$ cat src/rtl/adder_pkg.sv
// Purpose: shared FSM encoding and sizing helpers for the chunked adder.
// Ports:   none (package).
package adder_pkg;

    typedef enum logic [1:0] {
        ST_IDLE = 2'd0,
        ST_RUN  = 2'd1,
        ST_DONE = 2'd2
    } state_t;

    // Number of slice additions needed to cover one operand.
    function automatic int unsigned calc_nchunk(input int unsigned width,
                                                input int unsigned chunk);
        if (chunk == 0) return 1;
        return width / chunk;
    endfunction

    // Chunk index width; kept at least one bit so the counter always exists.
    function automatic int unsigned calc_idxw(input int unsigned nchunk);
        if (nchunk <= 1) return 1;
        return $clog2(nchunk);
    endfunction

endpackage

$ cat src/rtl/chunked_adder_if.sv
// Purpose: operand/result handshake bundle for the chunked adder.
// Signals: in_valid/in_ready/a/b/cin (operand side),
//          out_valid/out_ready/sum/cout/ovf (result side).
// Modports: master = producer/consumer of the adder, slave = the adder.
interface chunked_adder_if #(
    parameter int unsigned WIDTH = 16
) ();

    logic             in_valid;
    logic             in_ready;
    logic [WIDTH-1:0] a;
    logic [WIDTH-1:0] b;
    logic             cin;
    logic             out_valid;
    logic             out_ready;
    logic [WIDTH-1:0] sum;
    logic             cout;
    logic             ovf;

    modport master (
        output in_valid, a, b, cin, out_ready,
        input  in_ready, out_valid, sum, cout, ovf
    );

    modport slave (
        input  in_valid, a, b, cin, out_ready,
        output in_ready, out_valid, sum, cout, ovf
    );

endinterface

$ cat src/rtl/adder_chunk.sv
// Purpose: combinational CHUNK-bit ripple-carry adder slice.
// Ports:   i_a, i_b  (CHUNK) addends
//          i_cin     carry into bit 0
//          o_s       (CHUNK) slice sum
//          o_cout    carry out of the top bit
module adder_chunk #(
    parameter int unsigned CHUNK = 4
) (
    input  logic [CHUNK-1:0] i_a,
    input  logic [CHUNK-1:0] i_b,
    input  logic             i_cin,
    output logic [CHUNK-1:0] o_s,
    output logic             o_cout
);

    logic w_c;

    // Ripple of CHUNK full adders; w_c carries between bit positions.
    always_comb begin
        o_s = '0;
        w_c = i_cin;
        for (int i = 0; i < int'(CHUNK); i++) begin
            o_s[i] = i_a[i] ^ i_b[i] ^ w_c;
            w_c    = (i_a[i] & i_b[i]) | (w_c & (i_a[i] ^ i_b[i]));
        end
        o_cout = w_c;
    end

endmodule

$ cat src/rtl/chunked_adder.sv
// Purpose: multi-cycle WIDTH-bit adder that adds CHUNK bits per clock through
//          a single slice, with valid/ready handshakes on both sides.
// Ports:   clk    rising-edge clock
//          rst_n  synchronous active-low reset
//          io_bus slave side of chunked_adder_if (operands in, sum/cout/ovf out)
module chunked_adder
    import adder_pkg::*;
#(
    parameter int unsigned WIDTH = 16,
    parameter int unsigned CHUNK = 4
) (
    input  logic            clk,
    input  logic            rst_n,
    chunked_adder_if.slave  io_bus
);

    localparam int unsigned NCHUNK = calc_nchunk(WIDTH, CHUNK);
    localparam int unsigned IDXW   = calc_idxw(NCHUNK);

    generate
        if (CHUNK == 0 || CHUNK > WIDTH || (WIDTH % CHUNK) != 0) begin : g_bad_params
            $error("chunked_adder: WIDTH (%0d) must be a non-zero multiple of CHUNK (%0d)",
                   WIDTH, CHUNK);
        end
    endgenerate

    state_t            r_state;
    state_t            w_next_state;
    logic              r_in_ready;
    logic              r_out_valid;
    logic [WIDTH-1:0]  r_a;
    logic [WIDTH-1:0]  r_b;
    logic [WIDTH-1:0]  r_sum;
    logic              r_carry;
    logic              r_cout;
    logic              r_ovf;
    logic [IDXW-1:0]   r_idx;

    logic              w_load;
    logic              w_step;
    logic              w_last;
    logic [31:0]       w_base;
    logic [CHUNK-1:0]  w_a_slice;
    logic [CHUNK-1:0]  w_b_slice;
    logic [CHUNK-1:0]  w_s;
    logic              w_c;

    // Operand slice currently being added.
    assign w_base    = 32'(r_idx) * 32'(CHUNK);
    assign w_a_slice = r_a[w_base +: CHUNK];
    assign w_b_slice = r_b[w_base +: CHUNK];
    assign w_last    = (r_idx == IDXW'(NCHUNK - 1));

    adder_chunk #(.CHUNK(CHUNK)) u_slice (
        .i_a    (w_a_slice),
        .i_b    (w_b_slice),
        .i_cin  (r_carry),
        .o_s    (w_s),
        .o_cout (w_c)
    );

    // State register plus the registered handshake outputs derived from next state.
    always_ff @(posedge clk) begin
        if (!rst_n) begin
            r_state     <= ST_IDLE;
            r_in_ready  <= 1'b0;
            r_out_valid <= 1'b0;
        end else begin
            r_state     <= w_next_state;
            r_in_ready  <= (w_next_state == ST_IDLE);
            r_out_valid <= (w_next_state == ST_DONE);
        end
    end

    // Next-state and datapath strobes.
    always_comb begin
        w_next_state = r_state;
        w_load       = 1'b0;
        w_step       = 1'b0;
        case (r_state)
            ST_IDLE: begin
                if (io_bus.in_valid && r_in_ready) begin
                    w_load       = 1'b1;
                    w_next_state = ST_RUN;
                end
            end
            ST_RUN: begin
                w_step = 1'b1;
                if (w_last) w_next_state = ST_DONE;
            end
            ST_DONE: begin
                if (io_bus.out_ready) w_next_state = ST_IDLE;
            end
            default: w_next_state = ST_IDLE;
        endcase
    end

    // Operand capture and one slice of the sum per RUN cycle.
    always_ff @(posedge clk) begin
        if (!rst_n) begin
            r_a     <= '0;
            r_b     <= '0;
            r_sum   <= '0;
            r_carry <= 1'b0;
            r_cout  <= 1'b0;
            r_ovf   <= 1'b0;
            r_idx   <= '0;
        end else if (w_load) begin
            r_a     <= io_bus.a;
            r_b     <= io_bus.b;
            r_carry <= io_bus.cin;
            r_idx   <= '0;
        end else if (w_step) begin
            r_sum[w_base +: CHUNK] <= w_s;
            r_carry                <= w_c;
            r_idx                  <= w_last ? '0 : r_idx + IDXW'(1);
            if (w_last) begin
                r_cout <= w_c;
                // Top slice sum bit is the result MSB.
                r_ovf  <= (r_a[WIDTH-1] == r_b[WIDTH-1]) && (w_s[CHUNK-1] != r_a[WIDTH-1]);
            end
        end
    end

    assign io_bus.in_ready  = r_in_ready;
    assign io_bus.out_valid = r_out_valid;
    assign io_bus.sum       = r_sum;
    assign io_bus.cout      = r_cout;
    assign io_bus.ovf       = r_ovf;

endmodule

$ cat src/flat_wrapper.sv
// flat-port wrapper written by rule: the top's interface ports become plain ports
module chunked_adder_flat import adder_pkg::*;
#(
    parameter int unsigned WIDTH = 16,
    parameter int unsigned CHUNK = 4
)
  (clk, rst_n, io_bus_in_valid, io_bus_a, io_bus_b, io_bus_cin, io_bus_out_ready, io_bus_in_ready, io_bus_out_valid, io_bus_sum, io_bus_cout, io_bus_ovf);
  chunked_adder_if #(.WIDTH(WIDTH)) io_bus_i ();
  input  logic clk;
  input  logic rst_n;
  input wire logic [$bits(io_bus_i.in_valid)-1:0] io_bus_in_valid;
  input wire logic [$bits(io_bus_i.a)-1:0] io_bus_a;
  input wire logic [$bits(io_bus_i.b)-1:0] io_bus_b;
  input wire logic [$bits(io_bus_i.cin)-1:0] io_bus_cin;
  input wire logic [$bits(io_bus_i.out_ready)-1:0] io_bus_out_ready;
  output wire logic [$bits(io_bus_i.in_ready)-1:0] io_bus_in_ready;
  output wire logic [$bits(io_bus_i.out_valid)-1:0] io_bus_out_valid;
  output wire logic [$bits(io_bus_i.sum)-1:0] io_bus_sum;
  output wire logic [$bits(io_bus_i.cout)-1:0] io_bus_cout;
  output wire logic [$bits(io_bus_i.ovf)-1:0] io_bus_ovf;
  assign io_bus_i.in_valid = io_bus_in_valid;
  assign io_bus_i.a = io_bus_a;
  assign io_bus_i.b = io_bus_b;
  assign io_bus_i.cin = io_bus_cin;
  assign io_bus_i.out_ready = io_bus_out_ready;
  assign io_bus_in_ready = io_bus_i.in_ready;
  assign io_bus_out_valid = io_bus_i.out_valid;
  assign io_bus_sum = io_bus_i.sum;
  assign io_bus_cout = io_bus_i.cout;
  assign io_bus_ovf = io_bus_i.ovf;
  chunked_adder #(.WIDTH(WIDTH), .CHUNK(CHUNK)) u_core (.clk(clk), .rst_n(rst_n), .io_bus(io_bus_i));
endmodule
$ cat config.mk
export PLATFORM = sky130hd
export DESIGN_NAME = chunked_adder_flat
export DESIGN_NICKNAME = d
export VERILOG_FILES = /design/src/rtl/adder_pkg.sv /design/src/rtl/chunked_adder_if.sv /design/src/rtl/adder_chunk.sv /design/src/rtl/chunked_adder.sv /design/src/flat_wrapper.sv
export SDC_FILE = /design/constraint.sdc
export NUM_CORES = 1
export LEC_CHECK = 0
export CORE_UTILIZATION = 40
export DETAILED_ROUTE_END_ITERATION = 6
export HOLD_SLACK_MARGIN = 0.1
export PLACE_DENSITY_LB_ADDON = 0.3
export RECOVER_POWER = 50
export SYNTH_ARGS = -nofsm -noshare
export SYNTH_HDL_FRONTEND = slang
export SYNTH_HIERARCHICAL = 1
export SYNTH_SLANG_ARGS = --single-unit
$ cat constraint.sdc
create_clock -name clk -period 3.9 [get_ports clk]
set_clock_uncertainty 0.1 [all_clocks]
set_input_delay 0.975 -clock clk [delete_from_list [all_inputs] [get_ports clk]]
set_output_delay 0.975 -clock clk [all_outputs]
set_load 0.01 [all_outputs]
==> impl_metrics.csv <==
group,metric,value,unit
outcome,status,"finished with violations",
outcome,violations_in_the_final_reports,"DRC, capacitance limit, slew limit",
clock_network,cts.hold.buffers_added,0,
timing,post-route-period-util,0.8507,
routing,drt_wirelength,5582,um
global_route,gr-total-overflow,0,
synthesis,yosys_register_bits,57,
synthesis,synth_fp_nets,332,
routing,ant_nets,0,
routing,detail_route.wl_per_cell,13.32,um
synthesis,synth_flop_cell,"sky130_fd_sc_hd__dfxtp_1",
die,initial_core_utilization,0.4219,
critical_path,worstSetupPathType,"in -> reg",
routing,drc,10,
timing,relSlewSlack,-0.1729,
placed_design,detailed_place_hpwl,3952,um
critical_path,critical-path-max-stage-delay,1.30,ns
synthesis,yosysUniqueCellTypes,33,
routing,vias_per_cell,5.041,
finish,share_of_post_route_cells_with_drive_strength_above_1,0.2135,
critical_path,critical_path_cell_sequence,"dlygate4sd3_1 -> buf_4 -> inv_1 -> clkbuf_1 -> a21oi_1",
global_route,grt_util_all_layers,0.1737,
die,floorplan.die.width,84.54,um
critical_path,crit_path_top_delay_cell,"sky130_fd_sc_hd__clkbuf_1",
timing,clock.fmax,301.4,MHz
clock_network,htree_levels,3,
critical_path,setup.worst_path.start_class,"input port",
timing,hold_ws,0.3586,ns
timing,fin_tns_setup,0,ns
power_and_ir_drop,p_leak,1.166,nW
clock_network,cts.sink_count,57,
power_and_ir_drop,power.density_cell_area,366.0,nW/um2
routing,dr.pass1.iters,6,
die,die_area,7147,um2
clock_network,cts_buffers,9,
synthesis,syn_area_per_cell,9.562,um2
routing,drt_iter0_drc,129,
die,core-area,6459,um2
finish,final_nets,386,
placed_design,placed_area,3273,um2
clock_network,worstSkewPairLatency,0.34,ns
synthesis,synth.top_cells.by_area,"sky130_fd_sc_hd__dfxtp_1, sky130_fd_sc_hd__nand2_1, sky130_fd_sc_hd__a21oi_2, sky130_fd_sc_hd__mux4_2, sky130_fd_sc_hd__nand2_2",
placed_design,place_congestion,0.7173,
clock_network,cts_tree,"built",
timing,grt_setup_unrepaired,"false",
critical_path,worst_ep_arrival_time,3.35,ns
synthesis,synthDominantCellAreaShare,0.4187,
finish,n_fill_cell,608,
die,rows,29,
power_and_ir_drop,design_power_total,1.249,mW
synthesis,cell_type_with_the_highest_aggregate_area_in_the_netlist,"sky130_fd_sc_hd__dfxtp_1",
finish,finish.utilization,0.5283,
timing,final_max_slew_viol_count,64,
critical_path,timing.critical_path.fanout_max,30,
finish,n_antenna_cell,0,
critical_path,setup.worst_path.end_class,"flop",
placed_design,buffer_ports.inserted,56,
synthesis,synthesis.area,2725,um2
routing,routed-via-count,2112,
synthesis,synth.top_cells.by_count,"sky130_fd_sc_hd__nand2_1, sky130_fd_sc_hd__dfxtp_1, sky130_fd_sc_hd__a21oi_2",
clock_network,post_cts_setup_buffer_count,0,
timing,setup_violations,0,
timing,timing.final.crit_period,3.318,ns
global_route,grt_start_max_net_pins,37,
die,boundaryPins,57,
timing,worst_slew_pin_tran,1.759,ns
power_and_ir_drop,worst_ir_drop_vdd,0.0001962,V
global_route,grt_pass1_vias,2112,
timing,timing_hold_violations_final,0,
global_route,grt_antenna_before_repair,0,
clock_network,clock_tree.buffer_depth,2,
finish,postLayoutCellArea,3412,um2
synthesis,yosys_warnings,6,
critical_path,timing.critical_path.required,3.94,ns
synthesis,netlist_instances,285,
job,maxCapViolations,2,
die,dieHeight,84.54,um
finish,area_growth,25.21,%
synthesis,synth-async-reset-ratio,0,
clock_network,clk_pin_slew_worst_paths,0.06,ns
clock_network,cts-root-buf,"sky130_fd_sc_hd__clkbuf_8",
synthesis,synth_most_common_cell,"sky130_fd_sc_hd__nand2_1",
global_route,grt_pass1_wl,9556,um
synthesis,synth_edf_count,0,
clock_network,post_cts_resize_count,0,
hold_path,hp-class,"reg -> reg",
synthesis,synth-seq-area-share,0.4187,
-- layout make-up --
type / count / area, um2 / area share
Sequential cell: 57 / 1141 / 0.3344
Timing Repair Buffer: 62 / 598.1 / 0.1753
Clock buffer: 14 / 162.7 / 0.04767
Multi-Input combinational cell: 196 / 1365 / 0.4001
Tap cell: 77 / 96.34 / 0.02824
Inverter: 13 / 48.80 / 0.01430
-- cell families after synthesis --
group	share of synthesized area
compound gates	0.1657
buf+inv	0.07438
mux	0.06611
flops	0.4187
fa+ha+maj	0.05693
simple gates	0.2181
-- metal layers --
metal | wire length [um] | vias to the layer above | global-route usage
met5 | 0 | - | 0
met4 | 90 | 0 | 0.06934
met3 | 258 | 8 | 0.06588
met2 | 2803 | 48 | 0.2942
met1 | 2429 | 990 | 0.1978
li1 | - | 1066 | -
-- stage by stage --
step / setup slack (ns) / cells
2_1_floorplan: 0.6667 / 285
3_3_place_gp: 0.8625 / 405
3_5_place_dp: 0.8050 / 405
4_1_cts: 0.7922 / 419
5_1_grt: 0.4308 / 419
6_report: 0.5822 / 419
-- placed cells by master, fill, tap and decap left out --
cell	Yosys	layout
sky130_fd_sc_hd__and2_0	0	1
sky130_fd_sc_hd__and2b_2	1	1
sky130_fd_sc_hd__nand2_1	75	75
sky130_fd_sc_hd__a31oi_1	1	1
sky130_fd_sc_hd__nor2_1	3	3
sky130_fd_sc_hd__dfxtp_1	57	57
sky130_fd_sc_hd__clkbuf_1	7	5
sky130_fd_sc_hd__ha_1	6	6
sky130_fd_sc_hd__nand2_2	17	17
sky130_fd_sc_hd__a21oi_2	26	26
sky130_fd_sc_hd__fa_1	4	4
sky130_fd_sc_hd__inv_1	13	13
sky130_fd_sc_hd__a211oi_1	1	1
sky130_fd_sc_hd__nand2b_1	1	1
sky130_fd_sc_hd__o22ai_1	12	12
sky130_fd_sc_hd__clkbuf_8	0	11
sky130_fd_sc_hd__nor2b_1	1	1
sky130_fd_sc_hd__a21oi_1	7	7
sky130_fd_sc_hd__dlygate4sd3_1	0	2
sky130_fd_sc_hd__buf_4	0	4
sky130_fd_sc_hd__a21boi_2	4	1
sky130_fd_sc_hd__nor4bb_4	1	1
sky130_fd_sc_hd__and3b_2	4	4
sky130_fd_sc_hd__nand3_1	7	7
sky130_fd_sc_hd__mux4_2	8	8
sky130_fd_sc_hd__a21boi_0	6	9
sky130_fd_sc_hd__nand3b_1	4	4
sky130_fd_sc_hd__or3_1	1	1
sky130_fd_sc_hd__nor3b_1	1	2
sky130_fd_sc_hd__nand4bb_1	1	1
sky130_fd_sc_hd__o21ai_0	2	2
sky130_fd_sc_hd__clkdlybuf4s50_1	0	54
-- where the power goes --
part / switching [mW] / internal, mW / total [mW]
Combinational: 0.0829 / 0.0810 / 0.164
Sequential: 0.0148 / 0.604 / 0.619
Clock: 0.207 / 0.259 / 0.466
Total: 0.305 / 0.944 / 1.25
-- path summary, 6_finish.rpt --
| path | from | endpoint | slack [ns] | cells after the start |
|---|---|---|---|---|
| max | rst_n | u_core/io_bus.cout | 0.58 | 5 |
| min | u_core/io_bus.sum[10] | u_core/io_bus.sum[10] | 0.36 | 2 |
| max reg2reg | u_core/r_idx[0] | u_core/io_bus.ovf | 0.79 | 11 |
| min reg2reg | u_core/io_bus.sum[10] | u_core/io_bus.sum[10] | 0.36 | 2 |
-- flip-flops by register name (all words and copies together) (netlist names) --
signal / flops
u_core/r_state: 2
u_core/io_bus.ovf: 1
u_core/io_bus.cout: 1
u_core/io_bus.sum: 16
u_core/r_idx: 2
u_core/io_bus.in_ready: 1
u_core/r_a: 16
u_core/io_bus.out_valid: 1
u_core/r_b: 16
u_core/r_carry: 1
-- critical path, delay by kind of cell --
family	cells	cell delay (ns)
AOI/OAI and AO/OA	1	0.08
buffers and inverters	4	2.28
Note: power is estimated with default switching activity, not from simulation.
